$ cat config.mk
export PLATFORM = sky130hd
export DESIGN_NAME = rob_multiport
export DESIGN_NICKNAME = d
export VERILOG_FILES = /design/src/rtl/rob_multiport.sv
export SDC_FILE = /design/constraint.sdc
export NUM_CORES = 2
export LEC_CHECK = 0
export ABC_AREA = 1
export BUFFER_PORTS_ARGS = -buffer_cell sky130_fd_sc_hd__buf_2
export CAP_MARGIN = 0
export CORE_MARGIN = 4
export CORE_UTILIZATION = 40
export DETAILED_ROUTE_END_ITERATION = 12
export GPL_ROUTABILITY_DRIVEN = 0
export PLACE_DENSITY = 0.67
export SLEW_MARGIN = 20
export SYNTH_ARGS = -nofsm -noshare
export SYNTH_HDL_FRONTEND = slang
export SYNTH_SLANG_ARGS = --single-unit
$ cat constraint.sdc
create_clock -name clk -period 6 [get_ports clk]
set_input_delay 1.2 -clock clk [delete_from_list [all_inputs] [get_ports clk]]
set_output_delay 1.2 -clock clk [all_outputs]
set_load 0.01 [all_outputs]
$ cat src/rtl/rob_multiport.sv
// rob_multiport: parametrised reorder buffer between rename/dispatch and the
// physical register free pool.
//
// Entries are allocated in program order (up to N_DISPATCH per cycle), marked
// done by out-of-order completion strobes (N_COMPLETE ports), and retired
// in order from the head (up to N_RETIRE per cycle). Retirement hands rd_old
// back to the free pool.
//
// Ports:
//   clk, rst_n       clock (rising edge), asynchronous active-low reset
//   disp_valid       per-lane dispatch request
//   disp_pc/rd/rd_old/regwrite   per-lane payload, lane i in slice i
//   disp_ready       room for N_DISPATCH entries (from the registered count)
//   disp_rob_num     index assigned to each lane, driven even for idle lanes
//   cmp_valid        per-port completion strobe
//   cmp_rob_num      per-port completing entry index
//   ret_valid        retire lane valid, packed from lane 0
//   ret_pc/rd/rd_old/regwrite    payload of each retiring entry
//   flush            synchronous squash of every entry (highest priority)
//   count            occupied entries
//   empty, full      count == 0, count == DEPTH
//
// Handshake: a dispatch lane transfers on a rising edge when disp_valid[i]
// and disp_ready are both high and flush is low. disp_ready depends only on
// registered state, never on disp_valid. Retire has no back-pressure: the
// consumer must take every ret_valid lane in the cycle it is shown.
module rob_multiport #(
  parameter int DEPTH      = 16,
  parameter int PTAG_W     = 6,
  parameter int N_DISPATCH = 2,
  parameter int N_COMPLETE = 3,
  parameter int N_RETIRE   = 2,
  localparam int IDX_W     = $clog2(DEPTH)
) (
  input  logic                         clk,
  input  logic                         rst_n,
  input  logic [N_DISPATCH-1:0]        disp_valid,
  input  logic [N_DISPATCH*32-1:0]     disp_pc,
  input  logic [N_DISPATCH*PTAG_W-1:0] disp_rd,
  input  logic [N_DISPATCH*PTAG_W-1:0] disp_rd_old,
  input  logic [N_DISPATCH-1:0]        disp_regwrite,
  output logic                         disp_ready,
  output logic [N_DISPATCH*IDX_W-1:0]  disp_rob_num,
  input  logic [N_COMPLETE-1:0]        cmp_valid,
  input  logic [N_COMPLETE*IDX_W-1:0]  cmp_rob_num,
  output logic [N_RETIRE-1:0]          ret_valid,
  output logic [N_RETIRE*32-1:0]       ret_pc,
  output logic [N_RETIRE*PTAG_W-1:0]   ret_rd,
  output logic [N_RETIRE*PTAG_W-1:0]   ret_rd_old,
  output logic [N_RETIRE-1:0]          ret_regwrite,
  input  logic                         flush,
  output logic [IDX_W:0]               count,
  output logic                         empty,
  output logic                         full
);

  localparam logic [IDX_W:0] DEPTH_W = (IDX_W+1)'(DEPTH);
  localparam logic [IDX_W:0] NDISP_W = (IDX_W+1)'(N_DISPATCH);
  localparam logic [IDX_W:0] ONE     = {{IDX_W{1'b0}}, 1'b1};

  // Entry state. valid/done are reset; the payload is only meaningful while
  // valid is set, so it carries no reset.
  logic [DEPTH-1:0]  ent_valid, ent_done, ent_regwrite;
  logic [31:0]       ent_pc     [DEPTH];
  logic [PTAG_W-1:0] ent_rd     [DEPTH];
  logic [PTAG_W-1:0] ent_rd_old [DEPTH];

  // Full-width pointers: the MSB is the wrap bit.
  logic [IDX_W:0] head, tail, count_q;

  logic [DEPTH-1:0]      valid_nxt, done_nxt;
  logic [N_DISPATCH-1:0] disp_acc;
  logic [IDX_W-1:0]      disp_slot [N_DISPATCH];
  logic [IDX_W:0]        disp_cnt, disp_num;
  logic [IDX_W-1:0]      ret_slot  [N_RETIRE];
  logic [IDX_W:0]        ret_cnt;
  logic                  ret_stop;
  logic [IDX_W-1:0]      cmp_idx;

  assign count = count_q;
  assign empty = (head == tail);
  assign full  = (head[IDX_W-1:0] == tail[IDX_W-1:0]) && (head[IDX_W] != tail[IDX_W]);
  assign disp_ready = (DEPTH_W - count_q) >= NDISP_W;

  // Dispatch compaction: each lane takes tail plus the number of requesting
  // lanes below it, so idle lanes never leave holes in the buffer.
  always_comb begin
    disp_cnt     = '0;
    disp_acc     = '0;
    disp_rob_num = '0;
    for (int i = 0; i < N_DISPATCH; i++) begin
      disp_slot[i] = tail[IDX_W-1:0] + disp_cnt[IDX_W-1:0];
      disp_rob_num[i*IDX_W +: IDX_W] = disp_slot[i];
      disp_acc[i] = disp_valid[i] & disp_ready;
      if (disp_valid[i]) disp_cnt = disp_cnt + ONE;
    end
    disp_num = disp_ready ? disp_cnt : '0;
  end

  // Retire: walk from the head and stop at the first entry that is not both
  // valid and done, so lanes are always contiguous from lane 0.
  always_comb begin
    ret_valid    = '0;
    ret_pc       = '0;
    ret_rd       = '0;
    ret_rd_old   = '0;
    ret_regwrite = '0;
    ret_cnt      = '0;
    ret_stop     = flush;
    for (int k = 0; k < N_RETIRE; k++) begin
      ret_slot[k] = head[IDX_W-1:0] + IDX_W'(k);
      ret_pc[k*32 +: 32]             = ent_pc[ret_slot[k]];
      ret_rd[k*PTAG_W +: PTAG_W]     = ent_rd[ret_slot[k]];
      ret_rd_old[k*PTAG_W +: PTAG_W] = ent_rd_old[ret_slot[k]];
      ret_regwrite[k]                = ent_regwrite[ret_slot[k]];
      if (!ret_stop && ent_valid[ret_slot[k]] && ent_done[ret_slot[k]]) begin
        ret_valid[k] = 1'b1;
        ret_cnt      = ret_cnt + ONE;
      end else begin
        ret_stop = 1'b1;
      end
    end
  end

  // Next valid/done. Completions to empty slots are dropped; retire clears
  // after completion so a late duplicate strobe cannot resurrect a retired
  // entry; dispatch only targets free slots so it never overlaps retire.
  always_comb begin
    valid_nxt = ent_valid;
    done_nxt  = ent_done;
    cmp_idx   = '0;
    for (int c = 0; c < N_COMPLETE; c++) begin
      cmp_idx = cmp_rob_num[c*IDX_W +: IDX_W];
      if (cmp_valid[c] && ent_valid[cmp_idx]) done_nxt[cmp_idx] = 1'b1;
    end
    for (int k = 0; k < N_RETIRE; k++) begin
      if (ret_valid[k]) begin
        valid_nxt[ret_slot[k]] = 1'b0;
        done_nxt[ret_slot[k]]  = 1'b0;
      end
    end
    for (int i = 0; i < N_DISPATCH; i++) begin
      if (disp_acc[i]) begin
        valid_nxt[disp_slot[i]] = 1'b1;
        done_nxt[disp_slot[i]]  = 1'b0;
      end
    end
  end

  always_ff @(posedge clk or negedge rst_n) begin
    if (!rst_n) begin
      head      <= '0;
      tail      <= '0;
      count_q   <= '0;
      ent_valid <= '0;
      ent_done  <= '0;
    end else if (flush) begin
      head      <= '0;
      tail      <= '0;
      count_q   <= '0;
      ent_valid <= '0;
      ent_done  <= '0;
    end else begin
      head      <= head + ret_cnt;
      tail      <= tail + disp_num;
      count_q   <= count_q + disp_num - ret_cnt;
      ent_valid <= valid_nxt;
      ent_done  <= done_nxt;
    end
  end

  always_ff @(posedge clk) begin
    for (int i = 0; i < N_DISPATCH; i++) begin
      if (disp_acc[i] && !flush) begin
        ent_pc[disp_slot[i]]       <= disp_pc[i*32 +: 32];
        ent_rd[disp_slot[i]]       <= disp_rd[i*PTAG_W +: PTAG_W];
        ent_rd_old[disp_slot[i]]   <= disp_rd_old[i*PTAG_W +: PTAG_W];
        ent_regwrite[disp_slot[i]] <= disp_regwrite[i];
      end
    end
  end

endmodule
==> results.txt <==
starting DRC count in detailed routing: 6506
CTS Root Cell: clkbuf_16
Reg2Reg Setup Slack: 1260 ps
worst slew pin tran: 1150 ps
post-detail-place hpwl: 97800 um
Synth-to-Final Area Change: 8.65%
ratio of cells with drive above 1 in the final layout: 8.06%
Die Area: 124000 um^2
Worst Path Arrival: 4320 ps
Crit Path Class: reg -> out
FMAX: 0.181 GHz
initial antenna violation count: 19
vias in the first global route: 40500
fillers: 11500
Max Root-Sink Buffers: 3
post-synthesis cell count: 6175
DRT Pass-1 Iters: 7
Post-Route WL: 171000 um
Seq/Total Area, Yosys: 47.7%
Setup WS post-layout: 477 ps
setup violators final: 0
Mapped Nets: 6309
fin crit share: 92.1%
Num CTS Buffers: 89
first-pass GRT wire length: 253000 um
gr busiest metal: met2
Ys Warns: 0
CTS sink cnt: 767
number of enable flip-flop cells after synthesis: 704
commonest cells in the netlist: o21ai_0, nand2_1, edfxtp_1
Max FO, Critical Path: 90
pwr/cell area: 291 nW/um^2
skew final: 25.6 ps
Critical Path RT: 4800 ps
Setup WS pre-CTS: 1240 ps
drt wl/cell: 22.6 um
hold_buf cts: 0
Final nets: 6102
Sum Neg Setup Slack: 0 ps
Final Cell Area: 51600 um^2
post-synth top area cell: edfxtp_1
CORE AREA: 118000 um^2
largest cells by area after synthesis: edfxtp_1, o21ai_0, nand2_1
initial core utilization: 40.3%
R2R Path Start: head[0]
post-route ant nets: 0
ys flop type: edfxtp_1
Layout Cells excl Fill: 7583
Die W: 353 um
share of the synthesized area in the top cell type: 44.5%
GR Util met2: 41.3%
cell count of the worst reg-to-reg path: 20
Syn Area/Cell: 7.69 um^2
I/O Pins: 218
Hold Path Class: reg -> reg
Max Cap Viol: 0
post-CTS resize count: 0
outcome: finished, final reports clean
final hold violations: 0
ys async rst share: 6.13%
r2r endpoint: count[4]
P_leak: 20.4 nW
# rows: 126
Synth cell types: 48
clock-pin slew on the worst setup and hold paths: 60 ps
Final Power: 15.0 mW
dpl cells: 7412
via count: 44600
synthesized flop and latch total: 767
Pins Over Slew Limit: 0
count leader, synth: o21ai_0
Placement Cell Area: 48800 um^2
GRT met3 Usage: 5.75%
area occupied by multi-input gates: 21000 um^2
unrepaired setup endpoints after global routing: false
hold slack: 585 ps
Buffers on Ports: 217
number of remaining DRC errors: 0
Worst Setup Start Kind: flip-flop
min Tclk post-route: 5520 ps
largest net degree at the start of global routing: 257
height of the chip: 353 um
slew margin rel.: 23.1%
Peak VDD IR: 183 uV
H-tree levels: 3
CP Launch Point: head[0]
Register Area: 22600 um^2
Post-Syn Area: 47500 um^2
met1 Track Usage GR: 34.6%
final core occ: 43.8%
Worst setup EP type: primary output
post-CTS setup buffers: 0
DR vias/cell: 5.89
CTS tree: done
worst-skew pair later-pin latency: 670 ps
gr ovfl total: 0
CP Capture Point: ret_regwrite[1]
Tot GR Track Use: 26.3%
==> flip-flops by register name, summed over array words and instances (netlist names) <==
register and count:
count 5, ent_rd_old 96, ent_regwrite 16, tail 5, head 5, ent_rd 96
ent_done 16, ent_valid 16, ent_pc 512
==> cells by family (layout without fill, tap and decap cells) <==
kind of cell	count (synthesis)	count (layout)	synth area share, %
xor+xnor	10	10	0.240
buf+inv	973	839	8.59
simple gates	2109	2109	18.2
other cells	0	6	0
flops	767	767	47.7
fa+ha+maj	24	24	0.695
compound gates	2292	2292	24.6
==> how the worst min path moves through the flow <==
stage	from	end	slack (ps)	cells past startpoint
after CTS	ent_regwrite[5]	ent_regwrite[5]	580	4
after global routing	ent_regwrite[1]	ent_regwrite[1]	620	4
after detailed placement	ent_regwrite[1]	ent_regwrite[1]	560	4
after floorplan	ent_valid[12]	ent_valid[12]	510	2
final	ent_regwrite[5]	ent_regwrite[5]	590	4
after global placement	ent_regwrite[1]	ent_regwrite[1]	550	4
==> layout make-up <==
| type | count | area share, % |
|---|---|---|
| Inverter | 385 | 2.82 |
| Multi-Input combinational cell | 4435 | 40.6 |
| Clock inverter | 60 | 0.926 |
| Tap cell | 1536 | 3.72 |
| Antenna cell | 6 | 0.0291 |
| Clock buffer | 104 | 4.50 |
| Timing Repair Buffer | 290 | 3.50 |
| Sequential cell | 767 | 43.9 |
==> cell usage in the layout (no fill, tap or decap), drive strengths merged, types with 7 or more instances in the layout <==
| master | count |
|---|---|
| o21ai | 1657 |
| nand2 | 1204 |
| edfxtp | 704 |
| nor2 | 664 |
| a21oi | 561 |
| inv | 388 |
| buf | 290 |
| nand3 | 125 |
| clkbuf | 104 |
| clkinv | 50 |
| dfrtp | 47 |
| a22oi | 38 |
| or3 | 36 |
| or2 | 36 |
| nand4 | 30 |
| o211ai | 20 |
| ha | 20 |
| dfxtp | 16 |
| o21bai | 8 |
| xnor2 | 7 |
| nor3 | 7 |
==> where the power goes <==
part           internal (mW)  switching (mW)  total (mW)
logic                  0.900            2.14        3.03
registers               6.38           0.210        6.59
clock network           3.03            2.35        5.38
total                   10.3            4.70        15.0
==> metal layers <==
metal | part of all wire [%] | vias up
li1 | - | 20700
met1 | 39 | 20700
met2 | 45 | 2732
met3 | 12 | 517
met4 | 4.9 | 16
met5 | 0.054 | -
==> worst max-delay path: stages (launching register included) <==
cell and delay, ps:
dfrtp_4 460, buf_4 660, nand3_1 140, nand2_1 100, nand2_1 140, nor2_4 690
buf_4 410, inv_1 320, a21oi_1 210, a2111o_1 290, buf_2 190
Power figures use the tool's default switching activity.
